**src/rtl/pipelined_accum_adder.sv**
```systemverilog
`default_nettype none
// ============================================================================
// Module : pipelined_accum_adder
// Brief  : Streaming WIDTH-bit add/sub/accumulate unit, carry chain split
//          across STAGES registered chunks with valid/ready on both sides.
// Rev    : 1.0  initial release
// ============================================================================
module pipelined_accum_adder #(
    parameter int WIDTH  = 8,
    parameter int STAGES = 2
) (
    input  logic             clk,
    input  logic             rst_n,
    input  logic             in_valid,
    output logic             in_ready,
    input  logic [WIDTH-1:0] A,
    input  logic [WIDTH-1:0] B,
    input  logic [1:0]       mode,
    output logic             out_valid,
    input  logic             out_ready,
    output logic [WIDTH:0]   sum,
    output logic [WIDTH-1:0] acc
);

    localparam int CHUNK = WIDTH / STAGES;
    localparam int LAST  = STAGES - 1;

    localparam logic [1:0] C_MODE_ADD  = 2'b00;
    localparam logic [1:0] C_MODE_SUB  = 2'b01;
    localparam logic [1:0] C_MODE_ACC  = 2'b10;
    localparam logic [1:0] C_MODE_LOAD = 2'b11;

    logic                         w_stall;
    logic                         w_accept;
    logic [WIDTH-1:0]             w_op2;
    logic [STAGES-1:0]            w_s_valid;
    logic [STAGES-1:0]            w_s_c;
    logic [STAGES-1:0]            w_s_sub;
    logic [STAGES-1:0]            w_s_accw;
    logic [STAGES-1:0][WIDTH-1:0] w_s_a;
    logic [STAGES-1:0][WIDTH-1:0] w_s_b;
    logic [WIDTH-1:0]             w_fin_res;
    logic                         w_fin_c;
    logic                         w_unused_b_hi;

    logic                         out_valid_q;
    logic [WIDTH:0]               sum_q;
    logic [WIDTH-1:0]             acc_q;
    logic                         acc_inflight_q;
    logic                         acc_inflight_d;

    assign w_stall  = out_valid_q && !out_ready;
    assign in_ready = !w_stall && !acc_inflight_q;
    assign w_accept = in_valid && in_ready;

    // Operand 2 is resolved at accept so later stages never look at mode or acc.
    always_comb begin
        w_op2 = B;
        case (mode)
            C_MODE_ADD:  w_op2 = B;
            C_MODE_SUB:  w_op2 = ~B;
            C_MODE_ACC:  w_op2 = acc_q;
            C_MODE_LOAD: w_op2 = '0;
            default:     w_op2 = B;
        endcase
    end

    assign w_s_valid[0] = w_accept;
    assign w_s_a[0]     = A;
    assign w_s_b[0]     = w_op2;
    assign w_s_c[0]     = (mode == C_MODE_SUB);
    assign w_s_sub[0]   = (mode == C_MODE_SUB);
    assign w_s_accw[0]  = (mode == C_MODE_ACC) || (mode == C_MODE_LOAD);

    // Operand A rotates right one chunk per stage, the finished result chunk
    // entering at the top; operand 2 shifts right so its next chunk is at bit 0.
    for (genvar k = 0; k < STAGES; k++) begin : g_stage
        logic [CHUNK:0]   w_chunk;
        logic [WIDTH-1:0] w_a_next;

        assign w_chunk = {1'b0, w_s_a[k][CHUNK-1:0]} + {1'b0, w_s_b[k][CHUNK-1:0]}
                       + {{CHUNK{1'b0}}, w_s_c[k]};

        if (CHUNK == WIDTH) begin : g_whole
            assign w_a_next = w_chunk[CHUNK-1:0];
        end else begin : g_rot
            assign w_a_next = {w_chunk[CHUNK-1:0], w_s_a[k][WIDTH-1:CHUNK]};
        end

        if (k < LAST) begin : g_reg
            logic             valid_q;
            logic             c_q;
            logic             sub_q;
            logic             accw_q;
            logic [WIDTH-1:0] a_q;
            logic [WIDTH-1:0] b_q;

            always_ff @(posedge clk or negedge rst_n) begin
                if (!rst_n) begin
                    valid_q <= 1'b0;
                    c_q     <= 1'b0;
                    sub_q   <= 1'b0;
                    accw_q  <= 1'b0;
                    a_q     <= '0;
                    b_q     <= '0;
                end else if (!w_stall) begin
                    valid_q <= w_s_valid[k];
                    if (w_s_valid[k]) begin
                        c_q    <= w_chunk[CHUNK];
                        sub_q  <= w_s_sub[k];
                        accw_q <= w_s_accw[k];
                        a_q    <= w_a_next;
                        b_q    <= {{CHUNK{1'b0}}, w_s_b[k][WIDTH-1:CHUNK]};
                    end
                end
            end

            assign w_s_valid[k+1] = valid_q;
            assign w_s_c[k+1]     = c_q;
            assign w_s_sub[k+1]   = sub_q;
            assign w_s_accw[k+1]  = accw_q;
            assign w_s_a[k+1]     = a_q;
            assign w_s_b[k+1]     = b_q;
        end else begin : g_out
            assign w_fin_res = w_a_next;
            assign w_fin_c   = w_chunk[CHUNK];
        end
    end

    // Above its low chunk the last stage's operand 2 only holds shifted-in zeros.
    assign w_unused_b_hi = &{1'b0, w_s_b[LAST]};

    always_comb begin
        acc_inflight_d = acc_inflight_q;
        if (w_accept && w_s_accw[0]) begin
            acc_inflight_d = 1'b1;
        end
        if (!w_stall && w_s_valid[LAST] && w_s_accw[LAST]) begin
            acc_inflight_d = 1'b0;
        end
    end

    always_ff @(posedge clk or negedge rst_n) begin
        if (!rst_n) begin
            out_valid_q    <= 1'b0;
            sum_q          <= '0;
            acc_q          <= '0;
            acc_inflight_q <= 1'b0;
        end else begin
            acc_inflight_q <= acc_inflight_d;
            if (!w_stall) begin
                out_valid_q <= w_s_valid[LAST];
                if (w_s_valid[LAST]) begin
                    // SUB carries out when no borrow occurred, hence the flip.
                    sum_q <= {w_fin_c ^ w_s_sub[LAST], w_fin_res};
                    if (w_s_accw[LAST]) begin
                        acc_q <= w_fin_res;
                    end
                end
            end
        end
    end

    assign out_valid = out_valid_q;
    assign sum       = sum_q;
    assign acc       = acc_q;

endmodule
`default_nettype wire

```
**config.mk**
```make
export PLATFORM = sky130hd
export DESIGN_NAME = pipelined_accum_adder
export DESIGN_NICKNAME = d
export VERILOG_FILES = /design/src/rtl/pipelined_accum_adder.sv
export SDC_FILE = /design/constraint.sdc
export NUM_CORES = 1
export LEC_CHECK = 0
export CORE_ASPECT_RATIO = 1.5
export CORE_MARGIN = 3
export CORE_UTILIZATION = 35
export DETAILED_ROUTE_END_ITERATION = 12
export PLACE_DENSITY_LB_ADDON = 0.25
export SLEW_MARGIN = 15
export SYNTH_ARGS = -nofsm -noshare
export SYNTH_HDL_FRONTEND = slang
export SYNTH_SLANG_ARGS = --single-unit
```
**constraint.sdc**
```tcl
create_clock -name clk -period 3.15 [get_ports clk]
set_input_delay 0.63 -clock clk [delete_from_list [all_inputs] [get_ports clk]]
set_output_delay 0.63 -clock clk [all_outputs]
set_load 0.01 [all_outputs]
```
After elaboration in Yosys (flattened, before gate mapping)
Cells that the tools add are included.
{ "classes": {"add_sub_neg": 4, "n_eq_ne": 3, "n_mux": 3, "n_bitwise": 3, "reduce_logical": 15} }
{ "ops": {"columns": ["operator", "count"], "rows": [
  ["one-hot mux 8 bit (4 select lines)", 1],
  ["adder 4 x 4 -> 5 bit", 2],
  ["adder 5 x 1 -> 5 bit", 2],
  ["inverter 8 bit", 1],
  ["logical AND 1 bit", 6],
  ["== test 2 bit (second input constant)", 2],
  ["AND reduction 2 bit", 2],
  ["zero test 1 bit", 3],
  ["AND reduction 3 bit", 1],
  ["== test 2 x 1 -> 1 bit (second input constant)", 1],
  ["zero test 2 bit", 1],
  ["2-to-1 mux 1 bit", 2],
  ["nonzero test 2 bit", 1],
  ["logical OR 1 bit", 1],
  ["inverter 1 bit", 1],
  ["bitwise XOR 1 bit", 1]
]} }
{ "totals": {"register_bits": 35, "in_bits": 22, "word_cells": 38} }

Depth between registers and ports, before layout
Gate-level depths: netlist of the first run.
{ "depth": {"ltp_word": 8, "ltp_mapped": 10, "mapped_depth_nobuf": 8} }

Worst setup path before layout of the first run
Ideal clock, no wire load.
{ "synth_path": {"path_kind": "input -> register", "start": "input port mode[1]", "end": "register g_stage[0].g_reg.c_q", "setup_ns": 0.129, "arrival_time_ns": 2.327, "required_time_ns": 3.021, "slack_ns": 0.694, "stages": 9, "n_path_buf": 1, "path_cell_list": "buf_2 -> mux2i_1 -> o22ai_1 -> fa_1 -> fa_1 -> a21oi_1 -> nor2b_1 -> o21ai_0 -> o21ai_0"} }
{ "synth_via": {"elab_chain_len": 4, "elab_cells_between_ends": 7} }
{ "synth_lines": {"columns": ["item", "line_no", "text"], "rows": [
  ["start: declaration", "18", "input logic [1:0] mode,"],
  ["== test 2 bit, or another cell as far along", "59", "case (mode)"],
  ["one-hot mux 8 bit (4 select lines)", "59", null],
  ["adder 4 x 4 -> 5 bit", "81", "assign w_chunk = {1'b0, w_s_a[k][CHUNK-1:0]} + {1'b0, w_s_b[k][CHUNK-1:0]}"],
  ["adder 5 x 1 -> 5 bit *", "82", "+ {{CHUNK{1'b0}}, w_s_c[k]};"],
  ["end signal: assignment", "109", "c_q <= w_chunk[CHUNK];"],
  ["end: declaration", "92", "logic c_q;"]
]} }
Every way passes the cells marked *; elsewhere a longest branch is shown, timed or not.
A chain may end at the register's enable or synchronous reset.

Worst setup path in the final report of the first run
Same ends and word-level chain as after synthesis.

==> results of run 1 <==
[critical path: stages]
cell,delay [ps]
clkdlybuf4s50_1,540
nand2b_1,220
o22ai_1,120
fa_1,410
fa_1,420
a21oi_1,160
nor2b_1,50
o21ai_0,130
o21ai_0,100
[cells in the mapped netlist]
| cell type | instances | area, µm² |
|---|---|---|
| a21o_1 | 2 | 15.0 |
| a21oi_1 | 6 | 30.0 |
| and3_1 | 1 | 6.26 |
| buf_2 | 5 | 25.0 |
| buf_4 | 1 | 7.51 |
| buf_6 | 1 | 11.3 |
| dfrtp_1 | 35 | 876 |
| fa_1 | 4 | 80.1 |
| ha_1 | 6 | 75.1 |
| inv_1 | 9 | 33.8 |
| mux2_1 | 2 | 22.5 |
| mux2_2 | 15 | 169 |
| mux2i_1 | 11 | 110 |
| nand2_1 | 10 | 37.5 |
| nand2b_1 | 4 | 25.0 |
| nor2_1 | 5 | 18.8 |
| nor2b_1 | 1 | 6.26 |
| nor2b_4 | 1 | 13.8 |
| nor3b_4 | 1 | 18.8 |
| o21a_1 | 2 | 15.0 |
| o21ai_0 | 11 | 55.1 |
| o221ai_1 | 2 | 17.5 |
| o22ai_1 | 6 | 37.5 |
| xnor2_1 | 3 | 26.3 |
| xor2_1 | 2 | 17.5 |
[metal layers]
metal	wire (µm)	vias up	part of all wire, %	GRT usage [%]
li1	-	591	-	-
met1	1500	587	41	15.4
met2	1870	36	51	23.6
met3	203	8	5.5	4.49
met4	84	0	2.3	6.67
met5	0	-	0	0
[path summary, 6_finish.rpt]
| path | slack [ps] | to | from |
|---|---|---|---|
| setup / recovery | 520 | g_stage[0].g_reg.c_q | mode[1] |
| hold / removal | 480 | sum[5] | sum[5] |
| setup reg to reg | 1090 | g_stage[0].g_reg.c_q | acc[0] |
| hold reg to reg | 480 | sum[5] | sum[5] |
| max in group asynchronous | 2070 | g_stage[0].g_reg.a_q[1] | rst_n |
| min in group asynchronous | 760 | acc_inflight_q | rst_n |
[sequential cells by signal, summed over array words and instances (netlist names)]
signal / flops
acc_inflight_q: 1
g_stage.g_reg.sub_q: 1
g_stage.g_reg.accw_q: 1
sum: 9
acc: 8
g_stage.g_reg.c_q: 1
g_stage.g_reg.valid_q: 1
g_stage.g_reg.b_q: 4
out_valid: 1
g_stage.g_reg.a_q: 8
[power breakdown]
part / total (W) / switching [W] / internal [W]
Clock: 0.000414 / 0.000158 / 0.000256
Combinational: 0.00103 / 0.000450 / 0.000575
Sequential: 0.000816 / 0.000140 / 0.000676
[kinds of logic after synthesis]
| logic type | after synthesis | share of synthesized area [%] |
|---|---|---|
| compound gates | 29 | 9.72 |
| xor+xnor | 5 | 2.50 |
| fa+ha+maj | 10 | 8.86 |
| buf+inv | 16 | 4.43 |
| flops | 35 | 50.0 |
| mux | 28 | 17.2 |
| simple gates | 23 | 7.22 |
[through the flow]
step | area (µm²) | hold slack, ps
5_1_grt | 2350 | 526
6_report | 2350 | 483
4_1_cts | 2350 | 493
3_5_place_dp | 2230 | 476
2_1_floorplan | 1750 | 334
3_3_place_gp | 2230 | 463
[final cells by class]
cell class	instances	area, µm²
clock buffers	6	82.6
multi-input cells	95	797
clock inverters	2	35.0
well taps	64	80.1
repair buffers	46	445
fillers	444	2340
flip-flops and latches	35	876
inverters	9	33.8
==> metrics.csv, run 1 <==
metric,value,unit
Pwr Total,0.00225,W
DP HPWL,2.75,mm
"most common cell after layout, fill and taps aside",clkdlybuf4s50_1,
power density over the cells,960,mW/mm²
Wirelength per Cell,14.3,µm
status,"complete, no violations",
crit path launch type,input pin,
placed cell count,249,
Clock Sink Count,35,
# IOs,41,
Sum Neg Setup Slack,0,ps
Synthesized Nets,178,
critical path arrival,2780,ps
normalized max-slew margin,64.5,%
Post-Syn Area,0.00175,mm²
RSZ-0062 raised after global routing,no,
Area Growth Syn to Fin,34.2,%
post-CTS setup buffers,0,
cts repair resizes,0,
cell count of the worst reg-to-reg path,8,
share of cells above drive strength 1,16.1,%
P_leak,1.03,nW
Worst Clk Skew,5.96,ps
crit end category,flip-flop,
All-Layer GR Usage,13.9,%
vias per cell,4.75,
Hold Crit Depth,2,
Crit Path Class,input pin to flip-flop,
Total Wirelength,3.66,mm
starting density of the core,37.3,%
sequential cell area fraction in the yosys report,50.0,%
number of buffers inserted during clock tree synthesis,5,
drt pass-1 iters,3,
Clock Path Buffers,2,
min-delay worst type,flip-flop to flip-flop,
actual slew at the worst max-slew pin,531,ps
"Hold Vio Cnt, Final",0,
vias in the first global route,1384,
full die area,0.00590,mm²
htree depth,2,
total of max-cap violations,0,
site row count,30,
number of remaining DRC errors,0,
Routed Antenna Nets,0,
final core occ,50.1,%
minimum clock period,2630,ps
yosys warns,0,
DR vias,1222,
clock-pin slew on the worst setup and hold paths,70,ps
Netlist cell types,25,
core region area,0.00469,mm²
worst slack at placement,233,ps
diode count,0,
fmax,0.381,GHz
Worst Path Max Fanout,5,
Synth Instances,146,
CTS tree,yes,
syn avg cell area,12.0,µm²
IO buf count,40,
Tcrit/Tclk final,83.4,%
Setup-failing EPs final,0,
routability cong.,0.775,
total grt overflow,0,
Layout Cells excl Fill,257,
Die Span Y,92.6,µm
synthesized flop and latch total,35,
initial DRC count,26,
setup ws final,524,ps
Nets,224,
chip width,63.7,µm
Slew Limit Fails,0,
first-pass GRT wire length,6.38,mm
clock root cell,clkbuf_8,
"commonest non-fill, non-tap cells in the layout","clkdlybuf4s50_1 (40), dfrtp_1 (35), mux2_2 (15)",
Worst Path Required,3310,ps
largest net degree at the start of global routing,36,
clk_lat worst skew,280,ps
VDD IR max,0.386,mV
initial antenna violation count,0,
cts hold-fix bufs,0,
(Power assumes the default switching activity.)
==> run 2: changes to the inputs <==
- clock period: 3.15 -> 2.2 ns (I/O delays scaled with it)
==> run 2 against run 1 <==
Effect of this change:
- non-clock buffer count up 8
- worst hold slack better by 2.4 ps
- first-iteration DRC count down 27%
- register-to-register slack worse by 850 ps
- via count up 2.5%
- global-route usage up 0.13 points
- sequential cell count unchanged
- critical path type is now input pin to output port
- count of clock-buffer cells in the layout unchanged
- clock power up 13%
- sequential share of layout area down 0.83 points
==> metrics.csv, run 2 (synthesis results as in run 1) <==
metric,value,unit,change
status,"complete, no violations",,unchanged
Worst Clk Skew,3.93,ps,was 5.96 ps
total of max-cap violations,0,,unchanged
power density over the cells,1320,mW/mm²,was 960 mW/mm²
number of buffers inserted during clock tree synthesis,5,,unchanged
full die area,0.00590,mm²,unchanged
"most common cell after layout, fill and taps aside",clkdlybuf4s50_1,,unchanged
All-Layer GR Usage,14.0,%,was 13.9%
routability cong.,0.735,,was 0.775
htree depth,2,,unchanged
Logic pwr share,48.3,%,was 45.5%
DR vias,1252,,was 1222
chip width,63.7,µm,unchanged
VDD IR max,0.610,mV,was 0.386 mV
P_leak,1.07,nW,was 1.03 nW
IO buf count,40,,unchanged
worst slack at placement,-465,ps,was 233 ps
Clock Path Buffers,2,,unchanged
starting density of the core,37.3,%,unchanged
min-delay worst type,flip-flop to flip-flop,,unchanged
Sum Neg Setup Slack,0,ps,unchanged
vias per cell,4.74,,was 4.75
core region area,0.00469,mm²,unchanged
number of remaining DRC errors,0,,unchanged
Setup-failing EPs final,0,,unchanged
# IOs,41,,unchanged
setup ws final,126,ps,was 524 ps
initial DRC count,19,,was 26
"commonest non-fill, non-tap cells in the layout","clkdlybuf4s50_1 (37), dfrtp_1 (35), mux2_2 (15)",,"was clkdlybuf4s50_1 (40), dfrtp_1 (35), mux2_2 (15)"
Pwr Total,0.00317,W,was 0.00225 W
cts hold-fix bufs,0,,unchanged
clock-pin slew on the worst setup and hold paths,60,ps,was 70 ps
NetSw,0.00109,W,was 0.000748 W
normalized max-slew margin,69.9,%,was 64.5%
Total Wirelength,3.76,mm,was 3.66 mm
Worst Path Max Fanout,3,,was 5
drt pass-1 iters,4,,was 3
minimum clock period,2070,ps,
Clock Sink Count,35,,unchanged
Die Span Y,92.6,µm,unchanged
post-CTS setup buffers,0,,unchanged
DP HPWL,2.86,mm,was 2.75 mm
Pint,0.00209,W,was 0.00151 W
largest net degree at the start of global routing,36,,unchanged
vias in the first global route,1334,,was 1384
crit path launch type,input pin,,unchanged
site row count,30,,unchanged
clock share of power,14.8,%,was 18.3%
Wirelength per Cell,14.2,µm,was 14.3 µm
flip-flop count of the largest register after layout,9,,unchanged
Area Growth Syn to Fin,37.3,%,was 34.2%
critical path arrival,1630,ps,was 2780 ps
clock root cell,clkbuf_8,,unchanged
Nets,232,,was 224
Crit Path Class,input pin to output port,,was input pin to flip-flop
initial antenna violation count,0,,unchanged
share of cells above drive strength 1,20.5,%,was 16.1%
first-pass GRT wire length,6.33,mm,was 6.38 mm
FF-to-FF setup slack,240,ps,was 1090 ps
Tcrit/Tclk final,94.3,%,
CTS tree,yes,,unchanged
diode count,0,,unchanged
crit end category,output port,,was flip-flop
"Hold Vio Cnt, Final",0,,unchanged
RSZ-0062 raised after global routing,no,,unchanged
clk_lat worst skew,290,ps,was 280 ps
Slew Limit Fails,0,,unchanged
total grt overflow,0,,unchanged
sw frac,34.2,%,was 33.2%
Routed Antenna Nets,0,,unchanged
Worst Path Required,1760,ps,was 3310 ps
fmax,0.482,GHz,
actual slew at the worst max-slew pin,451,ps,was 531 ps
Flop pwr share,36.9,%,was 36.2%
==> run 2: changes by cell type in the layout (fill, tap and decap cells not counted), sizes merged <==
cell	delta
dlygate4sd2	+2
bufinv	-1
dlymetal6s2s	+1
clkdlybuf4s50	-3
buf	+8
==> run 2: critical path: stages <==
cell and delay (ps):
clkdlybuf4s50_1 510, nor2b_4 60, nor2_1 80, clkdlybuf4s50_1 540
==> run 2: repair_timing <==
item                                   4_1_cts  5_1_grt
gates resized for setup                      4        1
endpoints found under the hold margin        0        0
setup endpoints to repair                    4        3
==> run 2: final cells by class <==
type,count,area (µm²)
clock inverter,1,5.00
tap,64,80.1
clock buffer,6,82.6
fill,439,2290
multi-input combinational,95,808
inverter,9,33.8
timing repair buffer,54,518
sequential,35,876
==> run 2: metal layers <==
layer | global-route usage (%) | wire length (µm)
met1 | 16.7 | 1550
met2 | 23.5 | 1960
met3 | 3.03 | 162
met4 | 7.03 | 80
met5 | 0 | 0
==> run 2: power groups by stage <==
stage          clock network (W)  registers (W)  logic [W]
5_1_grt                 0.000507        0.00122    0.00170
3_3_place_gp                   0        0.00118    0.00152
3_5_place_dp                   0        0.00119    0.00156
2_1_floorplan                  0        0.00122   0.000848
6_report                0.000469        0.00117    0.00153
4_1_cts                 0.000484        0.00118    0.00157
==> run 2: path summary, 6_finish.rpt <==
path / startpoint / to / depth (start not counted)
max in group asynchronous: rst_n / acc[6] / 2
hold / removal: sum[5] / sum[5] / 2
setup / recovery: out_ready / in_ready / 4
hold reg to reg: sum[5] / sum[5] / 2
setup reg to reg: g_stage[0].g_reg.c_q / sum[8] / 7
min in group asynchronous: rst_n / out_valid / 2
==> run 2: through the flow <==
stage	area (µm²)	std cells	hold slack [ps]	utilization, %
6_report	2400	264	486	51.2
5_1_grt	2400	264	514	51.2
4_1_cts	2400	264	493	51.2
3_5_place_dp	2310	257	478	49.2
3_3_place_gp	2310	257	463	49.2
2_1_floorplan	1760	146	144	-
==> run 3: changes to the inputs <==
- GPL_ROUTABILITY_DRIVEN: unset -> 0
- HOLD_SLACK_MARGIN: unset -> 0.03
==> results of run 3 <==
The final DEF is identical to that of run 2; final timing and power are the same.
